==> config.mk <==
export PLATFORM = sky130hd
export DESIGN_NAME = xconnect_round_ctrl
export DESIGN_NICKNAME = d
export VERILOG_FILES = /design/src/rtl/xconnect_pkg.sv /design/src/rtl/xconnect_partition_check.sv /design/src/rtl/xconnect_round_ctrl.sv
export SDC_FILE = /design/constraint.sdc
export NUM_CORES = 1
export LEC_CHECK = 0
export ABC_CLOCK_PERIOD_IN_PS = 4150
export CAP_MARGIN = 20
export CELL_PAD_IN_SITES_DETAIL_PLACEMENT = 0
export CELL_PAD_IN_SITES_GLOBAL_PLACEMENT = 1
export CORE_UTILIZATION = 38
export CTS_CLUSTER_DIAMETER = 50
export DETAILED_ROUTE_END_ITERATION = 16
export PLACE_DENSITY_LB_ADDON = 0.1
export SYNTH_ARGS = -nofsm -noshare
export SYNTH_HDL_FRONTEND = slang
export SYNTH_SLANG_ARGS = --single-unit
==> constraint.sdc <==
create_clock -name clk -period 4.15 [get_ports clk]
set_clock_uncertainty 0.1 [all_clocks]
set_input_delay 0.83 -clock clk [delete_from_list [all_inputs] [get_ports clk]]
set_output_delay 0.83 -clock clk [all_outputs]
set_load 0.03 [all_outputs]
==> src/rtl/xconnect_pkg.sv <==
// Shared types and helpers for the xconnect round scheduler.
// Field extraction is width-generic so any NOF_PES up to 128 can reuse it.
package xconnect_pkg;

    localparam int NOF_PES_DEFAULT  = 16;
    localparam int NOF_LEVELS       = $clog2(NOF_PES_DEFAULT);
    localparam int GROUP_SIZE_WIDTH = NOF_LEVELS + 1;

    // Upper bounds for the generic field extractor (128 PEs, 8-bit fields).
    localparam int MAX_GW    = 8;
    localparam int MAX_BUS_W = MAX_GW * 128;

    typedef enum logic [2:0] {
        ST_IDLE,
        ST_CHECK,
        ST_CONFIG,
        ST_WAIT,
        ST_DELIVER
    } state_t;

    // Returns field idx of a packed bus made of gw-bit fields, zero-extended.
    function automatic logic [MAX_GW-1:0] group_size_field(
        input logic [MAX_BUS_W-1:0] bus,
        input int                   idx,
        input int                   gw
    );
        logic [MAX_BUS_W-1:0] shifted;
        logic [MAX_GW-1:0]    mask;
        shifted = bus >> (idx * gw);
        mask    = MAX_GW'((1 << gw) - 1);
        return shifted[MAX_GW-1:0] & mask;
    endfunction

endpackage

==> src/rtl/xconnect_partition_check.sv <==
// Combinational legality check of a group partition: every size is a power of
// two within range, and all PEs of each aligned block agree on that size.
module xconnect_partition_check
    import xconnect_pkg::*;
#(
    parameter  int NOF_PES = NOF_PES_DEFAULT,
    localparam int GW      = $clog2(NOF_PES) + 1
) (
    input  logic [GW*NOF_PES-1:0] sizes,
    output logic                  legal
);

    logic [GW-1:0] field [NOF_PES];

    always_comb begin
        for (int i = 0; i < NOF_PES; i++) begin
            field[i] = GW'(group_size_field(MAX_BUS_W'(sizes), i, GW));
        end
    end

    always_comb begin
        int s;
        int block_mask;
        // NOTE: every always_comb output gets a default first, so no path can infer a latch.
        legal      = 1'b1;
        s          = 0;
        block_mask = 0;
        for (int i = 0; i < NOF_PES; i++) begin
            s = int'(field[i]);
            if (s == 0 || s > NOF_PES || (s & (s - 1)) != 0) begin
                legal = 1'b0;
            end else begin
                // PE j shares PE i's aligned block iff their upper index bits match.
                block_mask = ~(s - 1);
                for (int j = 0; j < NOF_PES; j++) begin
                    if ((j & block_mask) == (i & block_mask) && field[j] != field[i]) begin
                        legal = 1'b0;
                    end
                end
            end
        end
    end

endmodule

==> src/rtl/xconnect_round_ctrl.sv <==
// Round scheduler between the PE array and the xconnect crossbar: barrier on
// all PE requests, partition check, timed configuration, data-valid strobe.
module xconnect_round_ctrl
    import xconnect_pkg::*;
#(
    parameter  int NOF_PES          = NOF_PES_DEFAULT,
    parameter  int XCONNECT_LATENCY = 2,
    parameter  int ROUND_CNT_WIDTH  = 16,
    localparam int GW               = $clog2(NOF_PES) + 1,
    localparam int BUS_W            = GW * NOF_PES
) (
    input  logic                       clk,
    input  logic                       rst,
    input  logic [NOF_PES-1:0]         pe_req,
    input  logic [BUS_W-1:0]           pe_group_size_bus,
    output logic [NOF_PES-1:0]         pe_ack,
    output logic [BUS_W-1:0]           xconnect_groups_sizes_bus,
    output logic                       xconnect_cfg_valid,
    output logic [NOF_PES-1:0]         pe_data_valid,
    output logic [ROUND_CNT_WIDTH-1:0] round_cnt,
    output logic                       err_illegal,
    output logic                       busy
);

    localparam int LAT_W = $clog2(XCONNECT_LATENCY + 1);

    state_t             state;
    state_t             state_next;
    logic [NOF_PES-1:0] pending;
    logic [NOF_PES-1:0] accept;
    logic [NOF_PES-1:0] pending_collect;
    logic [BUS_W-1:0]   sizes_q;
    logic [LAT_W-1:0]   lat_cnt;
    logic               legal;

    assign accept          = (state == ST_IDLE) ? (pe_req & ~pending) : '0;
    assign pending_collect = pending | accept;

    xconnect_partition_check #(.NOF_PES(NOF_PES)) u_check (
        .sizes (sizes_q),
        .legal (legal)
    );

    always_comb begin
        state_next = state;
        unique case (state)
            ST_IDLE:    if (&pending_collect) state_next = ST_CHECK;
            ST_CHECK:   state_next = legal ? ST_CONFIG : ST_IDLE;
            ST_CONFIG:  state_next = ST_WAIT;
            ST_WAIT:    if (lat_cnt == '0) state_next = ST_DELIVER;
            ST_DELIVER: state_next = ST_IDLE;
            default:    state_next = ST_IDLE;
        endcase
    end

    always_comb begin
        xconnect_cfg_valid = (state == ST_CONFIG) || (state == ST_WAIT) || (state == ST_DELIVER);
        pe_data_valid      = {NOF_PES{state == ST_DELIVER}};
        err_illegal        = (state == ST_CHECK) && !legal;
        busy               = (state != ST_IDLE);
    end

    assign xconnect_groups_sizes_bus = sizes_q;

    always_ff @(posedge clk) begin
        if (rst) begin
            state     <= ST_IDLE;
            pending   <= '0;
            lat_cnt   <= '0;
            pe_ack    <= '0;
            round_cnt <= '0;
        end else begin
            state  <= state_next;
            pe_ack <= accept;
            unique case (state)
                ST_IDLE:    pending <= pending_collect;
                ST_CHECK:   if (!legal) pending <= '0;
                ST_CONFIG:  lat_cnt <= LAT_W'(XCONNECT_LATENCY - 1);
                ST_WAIT:    if (lat_cnt != '0) lat_cnt <= lat_cnt - 1'b1;
                ST_DELIVER: begin
                    pending   <= '0;
                    round_cnt <= round_cnt + 1'b1;
                end
                default:    pending <= '0;
            endcase
        end
    end

    // Size register file: a field only loads when its PE's request is accepted,
    // which also confines bus changes to IDLE.
    for (genvar g = 0; g < NOF_PES; g++) begin : g_size_reg
        always_ff @(posedge clk) begin
            // NOTE: this register file is reset on purpose so the xconnect bus reads 0 after reset.
            if (rst) begin
                sizes_q[g*GW +: GW] <= '0;
            end else if (accept[g]) begin
                sizes_q[g*GW +: GW] <= pe_group_size_bus[g*GW +: GW];
            end
        end
    end

endmodule

======== Yosys cells after proc, flatten, opt, wreduce, memory -nomap -nowiden ========
Index checks and enable logic that the tools add are counted.
W data, S select, Z words.
word-level totals
  word-level logic and storage cells ...... 1162
  output and inout bits ................... 131
  register bits after elaboration ......... 133
  input port bits ......................... 98
operators by class
  mux-type cells .......................... 265
  add/subtract/negate cells ............... 18
  $lt $le $gt $ge ......................... 16
  bitwise operators ....................... 92
  reductions and logical operators ........ 392
  equality and inequality tests ........... 358
operators by type and width
  cell                     count
  $ne A5 B5 Y1             240
  $logic_not A32 Y1        30
  $reduce_bool A32 Y1      16
  $mux W1                  256
  $logic_and A1 B1 Y1      241
  $and A6 B6 Y6            16
  $eq A2 B2 Y1             48
  $eq A3 B3 Y1             32
  $sub A5 B1 Y6 const B    16
  $gt A5 B5 Y1 const B     16
  $logic_not A5 Y1         16
  $logic_not A2 Y1         37
  $not A4 Y4               16
  $not A1 Y1               57
  $pmux W16 S3             1
  $logic_or A1 B1 Y1       34
  $eq A4 B4 Y1             8
  $mux W16                 2
  $logic_not A3 Y1         9
  $eq A2 B3 Y1             8
  $eq A3 B2 Y1             8
  $add A16 B1 Y16 const B  1
  $and A16 B16 Y16         1
  $not A16 Y16             1
  other kinds (21)         31

======== Logic depth before layout (Yosys ltp) ========
  depth after elaboration ................. 262
  mapped depth ............................ 18
  gate-level depth less buffers ........... 13

======== Cells and area by module ========
A second synthesis with hierarchy kept.
second synthesis, totals
  cells, all modules ...................... 1975
  area total of the unflattened synthesis .. 15975.3 um^2
modules (own cells, without submodules)
  module                    sequential area each (um^2)  area each (um^2)  cells an instance  times used
  xconnect_partition_check  0.0                          10958.0           1464               1
  xconnect_round_ctrl       2662.6                       5017.3            511                1

======== Least setup slack after synthesis ========
OpenSTA, ideal clock, no wires.
  kind .................................... flip-flop to output port
  start point ............................. register sizes_q[66] (netlist: xconnect_groups_sizes_bus[66])
  end point ............................... output port err_illegal
  setup slack ............................. -0.766 ns
  required time ........................... 3.220 ns
  data arrival time ....................... 3.986 ns
  path buffers ............................ 4
  cell stages (with the launch flop) ...... 16
  cells stage by stage .................... dfxtp_1 > clkbuf_1 > clkbuf_1 > inv_1 > ha_1 > ha_1 > or3_1 > a31o_2 > o2111ai_1 > nor4_1 > nand4_1 > nor3_4 > and2_1 > buf_6 > buf_6 > nor3_1
between the ends
  longest elaborated chain between the ends .. 248
  elaborated cells between the ends (all ways) .. 328
  those cells by class .................... 1 x add/sub; 1 x order compare; 37 x eq/ne; 244 x mux; 5 x bitwise; 40 x reduce/logical
ends and longest elaborated chain
  item                               line                            source
  from (decl)                        xconnect_round_ctrl.sv:32       logic [BUS_W-1:0] sizes_q;
  from (signal, indexed assignment)  xconnect_round_ctrl.sv:97       sizes_q[g*GW +: GW] <= pe_group_size_bus[g*GW +: GW];
  $ne A5 B5 Y1                       xconnect_partition_check.sv:36  if ((j & block_mask) == (i & block_mask) && field[j] != field[i]) begin
  $logic_and A1 B1 Y1                xconnect_partition_check.sv:36
  $mux W1 (3 in series)              xconnect_partition_check.sv:36
  $mux W1                            xconnect_partition_check.sv:30  if (s == 0 || s > NOF_PES || (s & (s - 1)) != 0) begin
  $mux W1 (15 in series)             xconnect_partition_check.sv:36
  $mux W1                            xconnect_partition_check.sv:30
  $mux W1 (15 in series)             xconnect_partition_check.sv:36
  $mux W1                            xconnect_partition_check.sv:30
  [175 not listed]                   -
  $mux W1                            xconnect_partition_check.sv:30
  $mux W1 (15 in series)             xconnect_partition_check.sv:36
  $mux W1                            xconnect_partition_check.sv:30
  $mux W1 (13 in series)             xconnect_partition_check.sv:36
  $mux W1 (*) (2 in series)          xconnect_partition_check.sv:36
  $mux W1 (*)                        xconnect_partition_check.sv:30
  $logic_not A1 Y1 (*)               -
  $logic_and A1 B1 Y1 (*)            xconnect_round_ctrl.sv:59       err_illegal = (state == ST_CHECK) && !legal;
  to (decl)                          xconnect_round_ctrl.sv:21       output logic err_illegal,
Mark *: on every way between the ends. The rest lies on a longest branch, timed or not.

======== Final worst setup path ========
  start point ............................. register sizes_q[50] (netlist: xconnect_groups_sizes_bus[50])
  end point ............................... output port err_illegal
between the ends
  longest elaborated chain between the ends .. 251
  elaborated cells between the ends (all ways) .. 332
  those cells by class .................... 1 x add/sub; 1 x order compare; 39 x eq/ne; 247 x mux; 6 x bitwise; 38 x reduce/logical
ends and longest elaborated chain
  item                       line
  $ne A5 B5 Y1               xconnect_partition_check.sv:36
  $logic_and A1 B1 Y1        xconnect_partition_check.sv:36
  $mux W1 (6 in series)      xconnect_partition_check.sv:36
  $mux W1                    xconnect_partition_check.sv:30
  $mux W1 (15 in series)     xconnect_partition_check.sv:36
  $mux W1                    xconnect_partition_check.sv:30
  $mux W1 (15 in series)     xconnect_partition_check.sv:36
  $mux W1                    xconnect_partition_check.sv:30
  [175 not listed]           -
  $mux W1                    xconnect_partition_check.sv:30
  $mux W1 (15 in series)     xconnect_partition_check.sv:36
  $mux W1                    xconnect_partition_check.sv:30
  $mux W1 (10 in series)     xconnect_partition_check.sv:36
  $mux W1 (*) (5 in series)  xconnect_partition_check.sv:36
  $mux W1 (*)                xconnect_partition_check.sv:30
  $logic_not A1 Y1 (*)       -
  $logic_and A1 B1 Y1 (*)    xconnect_round_ctrl.sv:59
Marks and branches as above.

==> reports/metrics.csv <==
metric;value;unit
first-pass GRT wire length;131000;µm
Slew Viols, Final;0;
final wirelength;94500;µm
placed instance count;3253;
Antenna Cells;0;
Clock Pin Slew Worst Setup and Hold Paths;0.07;ns
Remaining DRCs;3;
Worst Path Arrival;3.64;ns
mapped cell area;15800;µm²
sequential-to-total area share from yosys stat;16.8;%
Fillers;3709;
Synth Register Bits;133;
antenna violations before repair;2;
clock tree buffer depth;2;
Finished Cell Area;24900;µm²
Worst Setup Slack, final;-0.416;ns
die area;42500;µm²
vias per cell;5.82;
register area;2750;µm²
CTS Root Cell;clkbuf_16;
IO Pins;229;
Pre-Repair DR Iteration Count;12;
DIE WIDTH;206;µm
Hold Vio Cnt, Final;0;
CORE AREA;41000;µm²
Post-CTS Hold Fix Bufs;0;
Fmax;0.219;GHz
cell row count;74;
failing checks;design-rule violations, negative setup slack;
Worst Hold Class;reg2reg;
Port Buf Inserts;228;
P per Cell Area;311;nW/µm²
Gate Count Post-Synth;2044;
Lkg Pwr;10.9;nW
commonest non-fill, non-tap cell in the layout;buf_4;
vias in the first global route;18491;
Reg2Reg Setup Slack;0.58;ns
largest net degree at the start of global routing;63;
Post-synth EDFFs;0;
crit end category;output port;
H-tree levels;4;
Starting Density;38.6;%
# setup viols final;1;
Slew HR;22.1;%
Max VDD drop;0.292;mV
asr flop ratio synth;0;%
Synth Warn #;0;
First DRT Iteration DRCs;2178;
Power, Total;7.74;mW
clock sink total;133;
layout cells sized above 1;31.9;%
WS Path Type;reg2out;
final cell count without fillers;3302;
gr ovfl total;0;
Layout area overhead;57.0;%
Worst Max-Slew Pin Slew;1.16;ns
CTS buffer count;17;
Final Cycle Share;110;%
via count;19206;
worst hold slack;0.382;ns
post-route setup TNS;-0.416;ns
wire length per cell;28.6;µm
RSZ-0062 raised after global routing;true;
number of max-cap violations;0;
startpoint class of the critical path;flop;
worst endpoint required time;3.22;ns
Final Wtd Congestion;1.13;
Die Y-Extent;206;µm
syn_nets;2224;
GRT Overall Usage;44.1;%
most frequent cells in the layout;594 x buf_4, 411 x xnor2_1, 226 x clkdlybuf4s50_1, 189 x nor2_1, 188 x xor2_1;
outcome;finished with violations;
dpl hpwl;76500;µm
multi-input logic area;12500;µm²
fin nets;2937;
DP Area;23400;µm²
antenna-violating nets left;0;
Tmin final;4.57;ns
post-layout util;60.6;%
CTS tree;done;
CP max FO;4;
Synth Flop Type;dfxtp_1;
Synth cell types;62;
Syn Area/Cell;7.75;µm²
worst-skew pair later-pin latency;0.51;ns
pre-CTS setup slack;-0.648;ns
sequential cells by signal (all words and copies together) (netlist names):
name                       count
xconnect_groups_sizes_bus     80
lat_cnt                        2
state                          3
round_cnt                     16
pending                       16
pe_ack                        16
worst paths after layout:
check	start	endpoint	depth (start not counted)
setup / recovery	xconnect_groups_sizes_bus[50]	err_illegal	15
hold / removal	pending[5]	pe_ack[5]	1
setup reg to reg	xconnect_groups_sizes_bus[50]	pending[10]	15
hold reg to reg	pending[5]	pe_ack[5]	1
per-layer routing:
layer,wire length [µm],share of wire [%],GRT usage [%]
met4,7570,8.0,30.4
met5,0,0,0
met2,39900,42,65.7
met1,38100,40,56.7
met3,9000,9.5,8.94
power breakdown:
group	switching (mW)	total, mW	internal, mW
registers	0.0869	1.43	1.34
logic	2.54	4.65	2.10
clock network	0.752	1.67	0.914
synthesized netlist by cell type, types with 15 or more instances:
cell,number,area [µm²]
a21oi_1,44,220
a31oi_1,19,119
buf_1,19,71.3
buf_2,97,485
buf_4,21,158
clkbuf_1,63,236
dfxtp_1,133,2660
ha_1,82,1030
inv_1,75,282
mux2i_1,81,811
nand2_1,83,312
nand3_1,92,460
nand4_1,45,282
nor2_1,192,721
nor3_1,77,385
nor3b_1,17,128
nor4_1,34,213
o2111ai_1,22,193
o211ai_1,15,113
o21ai_0,79,395
xnor2_1,414,3630
xor2_1,188,1650
what timing repair did:
item / 4_1_cts / 5_1_grt
pin swaps: 38 / 27
setup endpoints to repair: 1 / 1
setup buffers: 4 / 13
resized for setup: 126 / 86
worst max-delay path, cell delays in order (launching register included):
cell and delay [ns]:
dfxtp_4 0.36, inv_4 0.06, buf_4 0.10, nand3_1 0.08
ha_1 0.41, nor3_1 0.14, o41ai_1 0.09, o2111ai_1 0.32
a2111oi_2 0.42, buf_4 0.19, nand4_1 0.09, buf_4 0.19
nor3_4 0.21, and2_4 0.23, nor3_4 0.05, buf_6 0.17
layout make-up:
type,instances,share of cell area (%)
repair buffers,900,32.4
clock buffers,18,1.77
clock inverters,14,0.649
flip-flops and latches,133,11.1
inverters,75,1.23
well taps,532,2.68
multi-input cells,1630,50.2
logic make-up after synthesis:
| group | count (synthesis) | share of synthesized area (%) |
|---|---|---|
| xor gates and xnor gates | 602 | 33.3 |
| muxes | 81 | 5.12 |
| adders and majority gates | 82 | 6.48 |
| AOI/OAI and AO/OA | 293 | 12.9 |
| buffers and inverters | 281 | 8.21 |
| and+or+nand+nor | 572 | 17.2 |
| DFF | 133 | 16.8 |
Note: power is estimated with default switching activity, not from simulation.
